## config.mk

```make
export PLATFORM = sky130hd
export DESIGN_NAME = mul_seq
export DESIGN_NICKNAME = d
export VERILOG_FILES = /design/src/rtl/mul_seq.sv
export SDC_FILE = /design/constraint.sdc
export NUM_CORES = 1
export LEC_CHECK = 0
export CORE_ASPECT_RATIO = 1.75
export CORE_MARGIN = 3
export CORE_UTILIZATION = 40
export DETAILED_ROUTE_END_ITERATION = 12
export PLACE_DENSITY = 0.66
export SLEW_MARGIN = 30
export SYNTH_ARGS = -nofsm -noshare
export SYNTH_HDL_FRONTEND = slang
export SYNTH_SLANG_ARGS = --single-unit
```

## constraint.sdc

```tcl
create_clock -name clk_i -period 8.45 [get_ports clk_i]
set_clock_uncertainty 0.1 [all_clocks]
set_input_delay 1.2675 -clock clk_i [delete_from_list [all_inputs] [get_ports clk_i]]
set_output_delay 1.2675 -clock clk_i [all_outputs]
set_load 0.005 [all_outputs]
```

## src/rtl/mul_seq.sv

```systemverilog
// Sequential shift-and-add unsigned multiplier.
// Computes x*y over exactly W clock cycles, presents the low W bits of the
// product on y_bo and flags a nonzero high half on ovf_o. Shares the
// start/ready handshake of the lab's sequential divider.
module mul_seq #(
    parameter int W = 32
) (
    input  logic         clk_i,
    input  logic         rst_i,
    input  logic [W-1:0] x_bi,
    input  logic [W-1:0] y_bi,
    input  logic         start_i,
    output logic [W-1:0] y_bo,
    output logic         ovf_o,
    output logic         rdy_o
);

    localparam int CW = (W > 1) ? $clog2(W) : 1;

    typedef enum logic {
        IDLE = 1'b0,
        BUSY = 1'b1
    } state_t;

    state_t          state;
    state_t          state_n;
    logic [2*W-1:0]  a;
    logic [2*W-1:0]  acc;
    logic [2*W-1:0]  acc_n;
    logic [W-1:0]    b;
    logic [CW-1:0]   cnt;
    logic            last;

    // One conditional accumulate step; 2W bits cannot overflow because the
    // largest possible product is below 2^(2W).
    function automatic logic [2*W-1:0] add_step(input logic [2*W-1:0] acc_v,
                                                input logic [2*W-1:0] a_v,
                                                input logic           en);
        return en ? (acc_v + a_v) : acc_v;
    endfunction

    assign last  = (cnt == CW'(W - 1));
    assign acc_n = add_step(acc, a, b[0]);
    assign rdy_o = (state == IDLE);

    // State register; reset drops any operation in flight.
    always_ff @(posedge clk_i or posedge rst_i) begin
        if (rst_i) begin
            state <= IDLE;
        end else begin
            state <= state_n;
        end
    end

    // Next state: start is only honoured while idle, busy always runs W cycles.
    always_comb begin
        state_n = state;
        case (state)
            IDLE:    if (start_i) state_n = BUSY;
            BUSY:    if (last)    state_n = IDLE;
            default: state_n = IDLE;
        endcase
    end

    // Datapath: load operands on start, iterate while busy, publish on the last step.
    always_ff @(posedge clk_i or posedge rst_i) begin
        if (rst_i) begin
            a     <= '0;
            b     <= '0;
            acc   <= '0;
            cnt   <= '0;
            y_bo  <= '0;
            ovf_o <= 1'b0;
        end else begin
            case (state)
                IDLE: begin
                    if (start_i) begin
                        a   <= {{W{1'b0}}, x_bi};
                        b   <= y_bi;
                        acc <= '0;
                        cnt <= '0;
                    end
                end
                BUSY: begin
                    acc <= acc_n;
                    a   <= {a[2*W-2:0], 1'b0};
                    b   <= {1'b0, b[W-1:1]};
                    cnt <= cnt + CW'(1);
                    // Result registers hold between completions; only the
                    // final iteration (including its own add) updates them.
                    if (last) begin
                        y_bo  <= acc_n[W-1:0];
                        ovf_o <= |acc_n[2*W-1:W];
                    end
                end
                default: ;
            endcase
        end
    end

endmodule

```

==> reports/qor.csv <==
metric,value,unit
cts repair resizes,0,
R2R setup slack,3.80,ns
CP required,8.65,ns
Final nets,1631,
H-Tree Depth,4,
number of antenna violations at the first check in global routing,0,
reg2reg path depth,15,
distinct cell type count after synthesis,71,
clk_lat worst skew,0.46,ns
Post-Synthesis Cells,1458,
first-pass GRT wire length,61.59,mm
most used routing layer,met2,
Die ar.,0.03367,mm2
FF-to-FF End,ovf_o$_DFFE_PP0P_,
Initial Utilization,40.75,%
Crit Path Max Fanout,4,
row count,85,
Die Wd,140.0,um
CP Launch Type,register,
Critical Path End,ovf_o$_DFFE_PP0P_,
Final Hold Violating Endpoints,0,
HPWL after DPL,28.88,mm
Synth Flop Type,dfrtp_1,
mapped cell area,0.01257,mm2
Core Box Area,0.03084,mm2
"top cells by area, synth","dfrtp_1 (40%), nand2_1 (8.2%), o21ai_0 (7.9%)",
syn_nets,1591,
Residual DRC,0,
register area share after synthesis,39.62,%
layout cells sized above 1,6.618,%
"area leader, netlist",dfrtp_1,
Max Freq,0.2152,GHz
TritonCTS clock tree,done,
Max Buffers Root-to-Sink,2,
GRT Util Overall,23.18,%
largest net degree at the start of global routing,80,
cell leakage power,6.302,nW
Area Overhead vs Synth,14.88,%
"Hold-fix buffers, CTS",0,
First DRT Iteration DRCs,592,
Max transition margin,41.45,%
"Slew Viols, Final",0,
grt met2 use,42.73,%
CTS root buf,clkbuf_16,
IO Port Bufs,100,
Synth async-reset ratio,100.0,%
pwr dens,447.3,mW/mm2
gr ovfl total,0,
tightest hold margin,0.3809,ns
GR Layer Usage met1,25.23,%
post-CTS setup buffers,0,
WL/cell,20.35,um
Worst setup EP type,register,
GR Util met3,3.582,%
Critical Path AT,4.84,ns
Critical R2R Launch,acc[0]$_DFFE_PP0P_,
Synth top area share,39.62,%
clock sinks,199,
max-cap violations,0,
I/O pins,101,
"Avg Cell Area, Syn",8.620,um2
RSZ-0062 raised after global routing,no,
clk slew on worst S/H paths,0.08,ns
yosys warns,0,
vias in the first global route,11260,
Final setup viols,0,
Min-Delay Startpoint,y_bo[0]$_DFFE_PP0P_,
Slew @ Worst Pin,0.8782,ns
Final GP Congestion,0.9872,
Crit Path Class,reg -> reg,
chip height,240.5,um
Yosys reg bits,199,
Tcrit/Tclk final,55.00,%
crit path launch,acc[0]$_DFFE_PP0P_,
setup tns final,0,ns
fin crit period,4.647,ns
Pre-Repair DR Iteration Count,5,
"EDFF count, synth",0,
total clock buffers created by CTS,17,
Peak VDD IR,0.0002455,V
Fillers,3000,
ANT cells,0,
status,finished clean,
Routed Wire Length,38.70,mm
vias,11060,
via/cell ratio,5.813,
number of nets with antenna violations after routing,0,
hold crit path type,reg -> reg,
## logic make-up (layout without fill, tap and decap cells)
kind of cell | count (synthesis) | after routing | share of synthesized area (%)
XOR/XNOR | 56 | 56 | 3.903
buffers and inverters | 111 | 164 | 3.395
multiplexers | 104 | 104 | 8.342
flip-flops | 199 | 199 | 39.62
AND/OR/NAND/NOR | 477 | 477 | 16.61
AO/OA/AOI/OAI | 445 | 445 | 21.50
adder cells (fa/ha/maj) | 66 | 66 | 6.630
## sequential cells by signal (all words and copies together), names as in the netlist
name / cells
acc: 64
a: 64
ovf_o: 1
b: 32
state: 1
y_bo: 32
cnt: 5
## how the worst min path moves through the flow
stage,cells past startpoint,slack (ns),to
4_1_cts,2,0.39,y_bo[0]$_DFFE_PP0P_
3_5_place_dp,2,0.37,y_bo[0]$_DFFE_PP0P_
5_1_grt,2,0.41,b[5]$_DFFE_PP0P_
3_3_place_gp,2,0.36,b[16]$_DFFE_PP0P_
6_report,2,0.38,y_bo[0]$_DFFE_PP0P_
2_1_floorplan,2,0.35,b[0]$_DFFE_PP0P_
## power breakdown
part | switching, mW | total [mW] | internal [mW] | leakage, nW
logic | 2.29 | 3.83 | 1.54 | 3.51
clock network | 0.427 | 0.854 | 0.427 | 0.300
registers | 0.383 | 1.77 | 1.39 | 2.49
total | 3.10 | 6.46 | 3.35 | 6.30
## metrics by stage
step,setup slack [ns],area [um2],utilization [%],power (mW),instances
after CTS,3.864,14430,46.79,6.464,1902
after global placement,3.909,13820,44.80,5.555,1870
after global routing,3.596,14440,46.82,6.982,1902
final,3.803,14440,46.82,6.458,1902
after detailed placement,3.881,13820,44.80,5.580,1870
after floorplan,1.657,12570,-,4.393,1458
## layer usage
layer | vias to the layer above | wire length [um]
li1 | 5331 | -
met5 | - | 0
met1 | 5357 | 14440
met2 | 276 | 20800
met4 | 0 | 2133
met3 | 92 | 1325
## layout by cell type (no fill, tap or decap), drive strengths merged, types with 10 or more instances in the layout
cell / count
clkdlybuf4s50: 99
nand4: 28
xor2: 28
nor2: 84
dfrtp: 199
buf: 14
o22ai: 11
o21a: 13
xnor2: 28
ha: 65
mux2i: 98
clkinv: 10
nand3: 20
a21o: 12
a21oi: 97
a31o: 31
a22o: 10
clkbuf: 17
nor3: 14
nand2: 274
o21ai: 202
inv: 23
## cells in the mapped netlist (5+ instances only)
master       n
nand2_1    273
dfrtp_1    199
o21a_1      13
a211oi_1     7
o31ai_1      6
xnor2_1     28
nand2b_1     5
inv_1       16
o22ai_1     11
o211ai_1     7
nand3_1     20
a22o_1      10
a21oi_1     96
a31oi_1      6
or3_1        8
mux2_2       6
clkbuf_1    71
mux2i_1     98
o21bai_1     9
nor4_1       9
and3_1       9
xor2_1      28
nand4_1     28
and2_1       5
buf_1       15
a21o_1      12
o2111ai_1    5
nor3_1      14
nor2_1      84
a31o_2      31
o21ai_0    199
nor2b_1      5
ha_1        65
## worst max-delay path: stages (launching register included)
cell       delay (ns)
dfrtp_1          0.38
ha_1             0.21
inv_1            0.07
fa_1             0.39
nand2b_1         0.18
a21oi_1          0.25
o21ai_0          0.33
o311ai_4         0.38
a21oi_2          0.18
mux2_2           0.28
nand2_1          0.15
a2111oi_0        0.70
nor4b_2          0.31
nand4_1          0.16
nor4_1           0.28
a31oi_1          0.12
## layout make-up
cell class	count	area, um2	share of cell area [%]
multi-input combinational	1148	7173	49.68
sequential	199	4985	34.52
timing repair buffer	113	1100	7.617
tap	391	489.2	3.388
clock buffer	17	425.4	2.946
clock inverter	15	186.4	1.291
inverter	19	80.08	0.5546
(Power assumes the default switching activity.)
